$ cat src/rtl/sync_debounce_pkg.sv
// Shared constants and helpers for the multi-channel synchronizer/debouncer.
package sync_debounce_pkg;

    localparam int DEF_WIDTH    = 4;
    localparam int DEF_STAGES   = 3;
    localparam int DEF_DEBOUNCE = 4;

    // Counter width able to hold 0..DEBOUNCE-1, never narrower than one bit.
    function automatic int cnt_width(input int debounce);
        int w;
        w = $clog2(debounce + 1);
        return (w < 1) ? 1 : w;
    endfunction

endpackage

$ cat src/rtl/sync_debounce_ch.sv
// One channel: STAGES-deep synchronizer, stability counter, debounced level
// and registered rise/fall strobes.
module sync_debounce_ch
    import sync_debounce_pkg::*;
#(
    parameter int   STAGES   = DEF_STAGES,
    parameter int   DEBOUNCE = DEF_DEBOUNCE,
    parameter logic INIT_BIT = 1'b0
) (
    input  logic i_clk,
    input  logic i_rst_n,
    input  logic i_ext,
    output logic o_level,
    output logic o_rise,
    output logic o_fall
);

    localparam int            CW       = cnt_width(DEBOUNCE);
    localparam logic [CW-1:0] CNT_LAST = CW'(DEBOUNCE - 1);

    logic [STAGES-1:0] r_sync;
    logic [CW-1:0]     r_cnt;
    logic              r_level;
    logic              r_rise;
    logic              r_fall;
    logic              w_s;

    // Synchronizer chain: raw input enters the MSB and shifts toward bit 0.
    always_ff @(posedge i_clk or negedge i_rst_n) begin
        if (!i_rst_n) begin
            r_sync <= {STAGES{INIT_BIT}};
        end else begin
            r_sync <= {i_ext, r_sync[STAGES-1:1]};
        end
    end

    assign w_s = r_sync[0];

    // Stability filter: accept a new level after DEBOUNCE consecutive
    // mismatching samples; any matching sample clears the partial count.
    always_ff @(posedge i_clk or negedge i_rst_n) begin
        if (!i_rst_n) begin
            r_cnt   <= '0;
            r_level <= INIT_BIT;
            r_rise  <= 1'b0;
            r_fall  <= 1'b0;
        end else if (w_s == r_level) begin
            r_cnt  <= '0;
            r_rise <= 1'b0;
            r_fall <= 1'b0;
        end else if (r_cnt == CNT_LAST) begin
            r_cnt   <= '0;
            r_level <= w_s;
            r_rise  <= w_s;
            r_fall  <= ~w_s;
        end else begin
            r_cnt  <= r_cnt + 1'b1;
            r_rise <= 1'b0;
            r_fall <= 1'b0;
        end
    end

    assign o_level = r_level;
    assign o_rise  = r_rise;
    assign o_fall  = r_fall;

endmodule

$ cat src/rtl/sync_debounce.sv
// WIDTH independent synchronize-and-debounce channels sharing clock and reset.
module sync_debounce
    import sync_debounce_pkg::*;
#(
    parameter int               WIDTH    = DEF_WIDTH,
    parameter int               STAGES   = DEF_STAGES,
    parameter int               DEBOUNCE = DEF_DEBOUNCE,
    parameter logic [WIDTH-1:0] INIT     = {WIDTH{1'b0}}
) (
    input  logic             i_clk,
    input  logic             i_rst_n,
    input  logic [WIDTH-1:0] i_ext,
    output logic [WIDTH-1:0] o_level,
    output logic [WIDTH-1:0] o_rise,
    output logic [WIDTH-1:0] o_fall
);

    // One channel instance per input bit; channels share nothing else.
    for (genvar g = 0; g < WIDTH; g++) begin : g_ch
        sync_debounce_ch #(
            .STAGES   (STAGES),
            .DEBOUNCE (DEBOUNCE),
            .INIT_BIT (INIT[g])
        ) u_ch (
            .i_clk   (i_clk),
            .i_rst_n (i_rst_n),
            .i_ext   (i_ext[g]),
            .o_level (o_level[g]),
            .o_rise  (o_rise[g]),
            .o_fall  (o_fall[g])
        );
    end

endmodule

$ cat config.mk
export PLATFORM = sky130hd
export DESIGN_NAME = sync_debounce
export DESIGN_NICKNAME = d
export VERILOG_FILES = /design/src/rtl/sync_debounce_pkg.sv /design/src/rtl/sync_debounce_ch.sv /design/src/rtl/sync_debounce.sv
export SDC_FILE = /design/constraint.sdc
export NUM_CORES = 1
export LEC_CHECK = 0
export CELL_PAD_IN_SITES_DETAIL_PLACEMENT = 0
export CELL_PAD_IN_SITES_GLOBAL_PLACEMENT = 2
export CORE_UTILIZATION = 38
export DETAILED_ROUTE_END_ITERATION = 16
export GPL_ROUTABILITY_DRIVEN = 0
export PLACE_DENSITY_LB_ADDON = 0.1
export REMOVE_ABC_BUFFERS = 1
export SLEW_MARGIN = 30
export SYNTH_ARGS = -nofsm -noshare
export SYNTH_HDL_FRONTEND = slang
export SYNTH_SLANG_ARGS = --single-unit
$ cat constraint.sdc
create_clock -name i_clk -period 1.3 [get_ports i_clk]
set_input_delay 0.325 -clock i_clk [delete_from_list [all_inputs] [get_ports i_clk]]
set_output_delay 0.325 -clock i_clk [all_outputs]
set_load 0.01 [all_outputs]
==> impl_metrics.env, run 1 <==
export IMPL_slew_violations=0
export IMPL_path_cells="ha_1 -> nor2b_4 -> mux2_2"
export IMPL_hold_viol_final=0
export IMPL_wl_per_cell_um=11.0
export IMPL_drc=0
export IMPL_multi_input_area_um2=355
export IMPL_area_growth_pct=13.8
export IMPL_insertedDiodeCount=0
export IMPL_yosysWarningCount=0
export IMPL_ir_drop_v=0.000732
export IMPL_period_needed_ns=1.21
export IMPL_clock_latency_ns=0.32
export IMPL_finalClockSkew_ns=0.00276
export IMPL_synth_seq_area_share=0.669
export IMPL_start_util=0.400
export IMPL_cts_sinks=36
export IMPL_min_path_type="reg -> reg"
export IMPL_portBuffers=17
export IMPL_synth_fa_ha_area_frac=0.0372
export IMPL_synthXorXnorAreaFrac=0.0260
export IMPL_gr_total_overflow=0
export IMPL_place_ws_ns=0.101
export IMPL_synthCells=84
export IMPL_synth_simple_area_share=0.167
export IMPL_p_leak_nw=0.742
export IMPL_grt_first_pass_wirelength_um=2650
export IMPL_ys_types=13
export IMPL_crit_path_end_kind="flop"
export IMPL_postSynthAreaPerCell_um2=16.0
export IMPL_cp_required_ns=1.52
export IMPL_finalPower_mw=2.70
export IMPL_critPathLaunch="g_ch[2].u_ch.r_cnt[0]"
export IMPL_max_slew_margin=0.748
export IMPL_antenna_found_initial=0
export IMPL_ys_ff_latch=36
export IMPL_crit_type="reg -> reg"
export IMPL_setup_viol=0
export IMPL_num_fill_cells=339
export IMPL_status="finished clean"
export IMPL_p_per_area_nw_per_um2=1760
export IMPL_path_max_fanout=4
export IMPL_viasPerCell=4.23
export IMPL_worst_pin_slew_ns=0.375
export IMPL_die_width_um=61.5
export IMPL_pin_count=18
export IMPL_first_pass_iters=4
export IMPL_place_area_um2=1530
export IMPL_routed_wl_um=1640
export IMPL_whs_ns=0.353
export IMPL_rsz0062_at_grt="false"
export IMPL_r2r_start="g_ch[2].u_ch.r_cnt[0]"
export IMPL_rows=21
export IMPL_tritoncts="built"
export IMPL_fmax_mhz=824
export IMPL_layout_setup_ws_ns=0.0858
export IMPL_grt_max_degree=37
export IMPL_synth_top_family_by_area="simple AND/OR/NAND/NOR gates"
export IMPL_min_period_over_period=0.934
export IMPL_fin_nets=113
export IMPL_die_y_um=61.5
export IMPL_cts_buffers=5
export IMPL_critPathLaunchType="flop"
export IMPL_drv_cap=0
export IMPL_cpMaxStageDelayCell="dfrtp_1"
export IMPL_worstPathArrival_ns=1.43
export IMPL_vias=631
export IMPL_core_um2=3360
export IMPL_dp_hpwl_um=1080
export IMPL_syn_cell_area_um2=1350
export IMPL_root_buffer="clkbuf_4"
export IMPL_grt_pass1_vias=595
export IMPL_synth_compound_area_frac=0
export IMPL_cpPeakStageDelay_ns=0.38
export IMPL_clk_pin_slew_ns=0.10
export IMPL_postRouteAntennaNets=0
export IMPL_hp_start="g_ch[2].u_ch.r_sync[2]"
export IMPL_tns_ns=0
export IMPL_final_area_um2=1530
export IMPL_register_area_um2=901
export IMPL_drive_above_1_share=0.350
export IMPL_drt_iter0_drc=4
export IMPL_dieArea_um2=3780
export IMPL_htreeDepth=2
export IMPL_grt_use_total=0.106
export IMPL_cts_max_path_buffers=2
export IMPL_synthMuxAreaShare=0.0335
power breakdown:
group | switching, mW | total [mW] | internal (mW)
Combinational | 0.336 | 0.759 | 0.422
Clock | 0.329 | 0.528 | 0.199
Sequential | 0.0948 | 1.41 | 1.32
critical path: cells and delay by family, from the launching register on:
kind	cells	cell delay, ns
mux	1	0.34
fa+ha+maj	1	0.19
simple gates	1	0.19
flops	1	0.38
placed cells by master, fill, tap and decap left out:
cell type / n
dfrtp_1: 36
clkbuf_2: 11
nor3b_1: 8
and3b_1: 6
clkbuf_4: 5
buf_4: 5
xnor2_1: 4
ha_1: 4
clkdlybuf4s50_1: 4
mux2_2: 3
nand2b_4: 2
nor2b_1: 2
nor2b_4: 2
nor3_2: 2
nor3b_2: 2
buf_2: 2
mux2_1: 1
clkinv_2: 1
clkbuf_1: 1
dlygate4sd3_1: 1
buf_12: 1
worst paths after layout:
path / depth (start not counted) / slack (ns) / endpoint
min in group asynchronous: 3 / 0.50 / g_ch[1].u_ch.r_cnt[0]
setup / recovery: 3 / 0.09 / g_ch[2].u_ch.o_level
setup reg to reg: 3 / 0.09 / g_ch[2].u_ch.o_level
max in group asynchronous: 3 / 0.62 / g_ch[3].u_ch.r_sync[1]
hold / removal: 0 / 0.35 / g_ch[2].u_ch.r_sync[1]
hold reg to reg: 0 / 0.35 / g_ch[2].u_ch.r_sync[1]
per-layer routing:
metal / GRT usage / wire length (um)
met5: 0 / 0
met4: 0.0571 / 20
met3: 0.0693 / 122
met2: 0.140 / 767
met1: 0.129 / 730
cells by family after synthesis:
family | Yosys count
XOR/XNOR | 4
adder cells (fa/ha/maj) | 4
buffers and inverters | 12
flip-flops | 36
multiplexers | 4
AND/OR/NAND/NOR | 24
Yosys cell counts, drive strengths merged:
cell type,count,share of area
dfrtp,36,0.67
buf,12,0.067
nor3b,10,0.063
and3b,6,0.039
ha,4,0.037
mux2,4,0.033
nor2b,4,0.030
xnor2,4,0.026
nand2b,2,0.020
nor3,2,0.015
flip-flops by register name, indices dropped and copies added (netlist names):
signal             count
g_ch.u_ch.r_sync      12
g_ch.u_ch.o_fall       4
g_ch.u_ch.o_rise       4
g_ch.u_ch.r_cnt       12
g_ch.u_ch.o_level      4
cell type report:
cell class / instances / area share
multi-input cells: 36 / 0.232
well taps: 46 / 0.0376
clock buffers: 6 / 0.0269
repair buffers: 24 / 0.113
clock inverters: 1 / 0.00327
flip-flops and latches: 36 / 0.588
metrics by stage:
step	std cells	utilization
6_report	149	0.456
5_1_grt	149	0.456
4_1_cts	148	0.472
3_5_place_dp	140	0.455
3_3_place_gp	140	0.455
2_1_floorplan	72	-
timing repair:
| item | in CTS | in global routing |
|---|---|---|
| endpoints found under the hold margin | 36 | 0 |
| pin swaps | 0 | 0 |
| gates resized for setup | 25 | 12 |
| hold buffers | 1 | 0 |
| endpoints found under the setup margin | 12 | 12 |
| buffers inserted | 0 | 1 |
(Power assumes the default switching activity.)
==> run 2: changes to the inputs <==
Settings changed: CORE_MARGIN from default to 3, CORE_UTILIZATION 38 to 43, DONT_BUFFER_PORTS from default to 1, SLEW_MARGIN 30 to default.
==> run 2 against run 1 <==
Count of clock-buffer cells in the layout grew 1; cell count decreased by 15%; core utilization increased by 4.6 points; global-route usage hardly changed; hold slack improved by 0.0036 ns; flip-flop and latch count stayed put; sequential share of layout area is 3.6 points higher; worst setup slack gained 0.012 ns; critical endpoint unchanged.
==> impl_metrics.env, run 2 (synthesized netlist as in run 1, its figures left out) <==
export IMPL_slew_violations=0
export IMPL_layoutNonFillerInstCount=127
export IMPL_placedCellCount=114
export IMPL_insertedDiodeCount=0
export IMPL_r2r_cells=3
export IMPL_grt_pass1_vias=613
export IMPL_cts_max_path_buffers=2
export IMPL_worstPathArrival_ns=1.42
export IMPL_vias=569
export IMPL_status="finished clean"
export IMPL_postRouteAntennaNets=0
export IMPL_tns_ns=0
export IMPL_hold_viol_final=0
export IMPL_fin_nets=95
export IMPL_reg2reg_slack_ns=0.1
export IMPL_p_per_area_nw_per_um2=1810
export IMPL_place_ws_ns=0.103
export IMPL_worst_pin_slew_ns=0.380
export IMPL_rows=19
export IMPL_cts_buffers=5
export IMPL_gr_total_overflow=0
export IMPL_finalClockSkew_ns=0.00184
export IMPL_min_path_type="reg -> reg"
export IMPL_reg_top3="g_ch.u_ch.r_cnt: 12 flops, g_ch.u_ch.r_sync: 12 flops"
export IMPL_viasPerCell=4.48
export IMPL_portBuffers=0
export IMPL_routed_wl_um=1480
export IMPL_core_um2=2880
export IMPL_ir_drop_v=0.000975
export IMPL_area_growth_pct=7.25
export IMPL_rsz0062_at_grt="false"
export IMPL_crit_path_end_kind="flop"
export IMPL_cts_sinks=36
export IMPL_setup_viol=0
export IMPL_wl_per_cell_um=11.6
export IMPL_period_needed_ns=1.20
export IMPL_min_period_over_period=0.925
export IMPL_start_util=0.468
export IMPL_hold_buffers=6
export IMPL_endpoint="g_ch[2].u_ch.o_level"
export IMPL_mostFrequentLayoutCells="dfrtp_1, nor3b_1, and3b_1, clkbuf_4, dlygate4sd3_1"
export IMPL_grt_use_total=0.105
export IMPL_r2r_end="g_ch[2].u_ch.o_level"
export IMPL_grt_first_pass_wirelength_um=2750
export IMPL_first_pass_iters=5
export IMPL_drv_cap=0
export IMPL_cp_required_ns=1.51
export IMPL_htreeDepth=2
export IMPL_clk_pin_slew_ns=0.10
export IMPL_critPathLaunch="g_ch[2].u_ch.r_cnt[0]"
export IMPL_critPathLaunchType="flop"
export IMPL_clock_latency_ns=0.32
export IMPL_post_cts_setup_buffers=0
export IMPL_root_buffer="clkbuf_4"
export IMPL_dieArea_um2=3840
export IMPL_p_leak_nw=0.670
export IMPL_dp_hpwl_um=935
export IMPL_crit_type="reg -> reg"
export IMPL_finish_utilization=0.502
export IMPL_layout_setup_ws_ns=0.0981
export IMPL_antenna_found_initial=0
export IMPL_pin_count=18
export IMPL_cts_resized=0
export IMPL_grt_max_degree=37
export IMPL_tritoncts="built"
export IMPL_r2r_start="g_ch[2].u_ch.r_cnt[0]"
export IMPL_drc=0
export IMPL_final_common_cell="dfrtp_1"
export IMPL_drive_above_1_share=0.224
export IMPL_die_y_um=62.0
export IMPL_fmax_mhz=832
export IMPL_path_max_fanout=4
export IMPL_die_width_um=62.0
export IMPL_drt_iter0_drc=28
export IMPL_max_slew_margin=0.745
run 2: cell types whose count changed in the layout (fill, tap and decap cells not counted), moves of 2 or more:
| cell | change |
|---|---|
| buf_2 | -2 |
| buf_4 | -5 |
| clkbuf_2 | -11 |
| clkbuf_8 | +2 |
| clkdlybuf4s50_1 | -4 |
| dlygate4sd3_1 | +4 |
run 2: per-layer routing:
metal	up-vias	wire length (um)	track usage
met4	0	36	0.0727
met3	5	117	0.0620
li1	271	-	-
met2	21	611	0.138
met5	-	0	0
met1	272	711	0.128
run 2: how the worst min path moves through the flow:
stage	from	cells after the start	end
after floorplan	i_rst_n	0	g_ch[0].u_ch.o_fall
after global placement	i_rst_n	0	g_ch[1].u_ch.r_cnt[1]
after detailed placement	i_rst_n	0	g_ch[1].u_ch.r_cnt[1]
after CTS	g_ch[0].u_ch.r_sync[1]	0	g_ch[0].u_ch.r_sync[0]
after global routing	g_ch[1].u_ch.r_sync[1]	0	g_ch[1].u_ch.r_sync[0]
final	g_ch[0].u_ch.r_sync[1]	0	g_ch[0].u_ch.r_sync[0]
run 2: cell type report:
cell class              instances  area, um^2
clock buffers                   7        65.1
fillers                       247        1430
multi-input cells              36         355
flip-flops and latches         36         901
well taps                      42        52.6
repair buffers                  6        70.1
run 2: power breakdown:
group	switching [mW]	internal, mW
logic	0.198	0.271
registers	0.195	1.32
clock network	0.329	0.307
run 2: stage by stage:
step | area [um^2] | hold slack [ns] | total power [mW]
2_1_floorplan | 1260 | 0.0294 | 1.88
3_3_place_gp | 1310 | 0.0303 | 1.97
3_5_place_dp | 1310 | 0.0304 | 1.98
4_1_cts | 1440 | 0.358 | 2.68
5_1_grt | 1440 | 0.367 | 2.83
6_report | 1440 | 0.356 | 2.62
run 2: worst max-delay path, stage by stage, from the launching register on:
cell and delay (ns):
dfrtp_1 0.37, ha_1 0.19, nor2b_4 0.19, mux2_2 0.34
==> run 3: changes to the inputs <==
Settings changed: MAX_ROUTING_LAYER from default to met4.
==> results of run 3 <==
Same layout as run 2: the final DEF is identical, and so are final timing and power.
Main changes from that run: via count of the first global-routing pass 613 -> 608; overall routing resource usage 0.105 -> 0.109; met1 usage 0.128 -> 0.131; met2 usage 0.138 -> 0.136; violation count after the first detailed-route iteration 28 -> 27
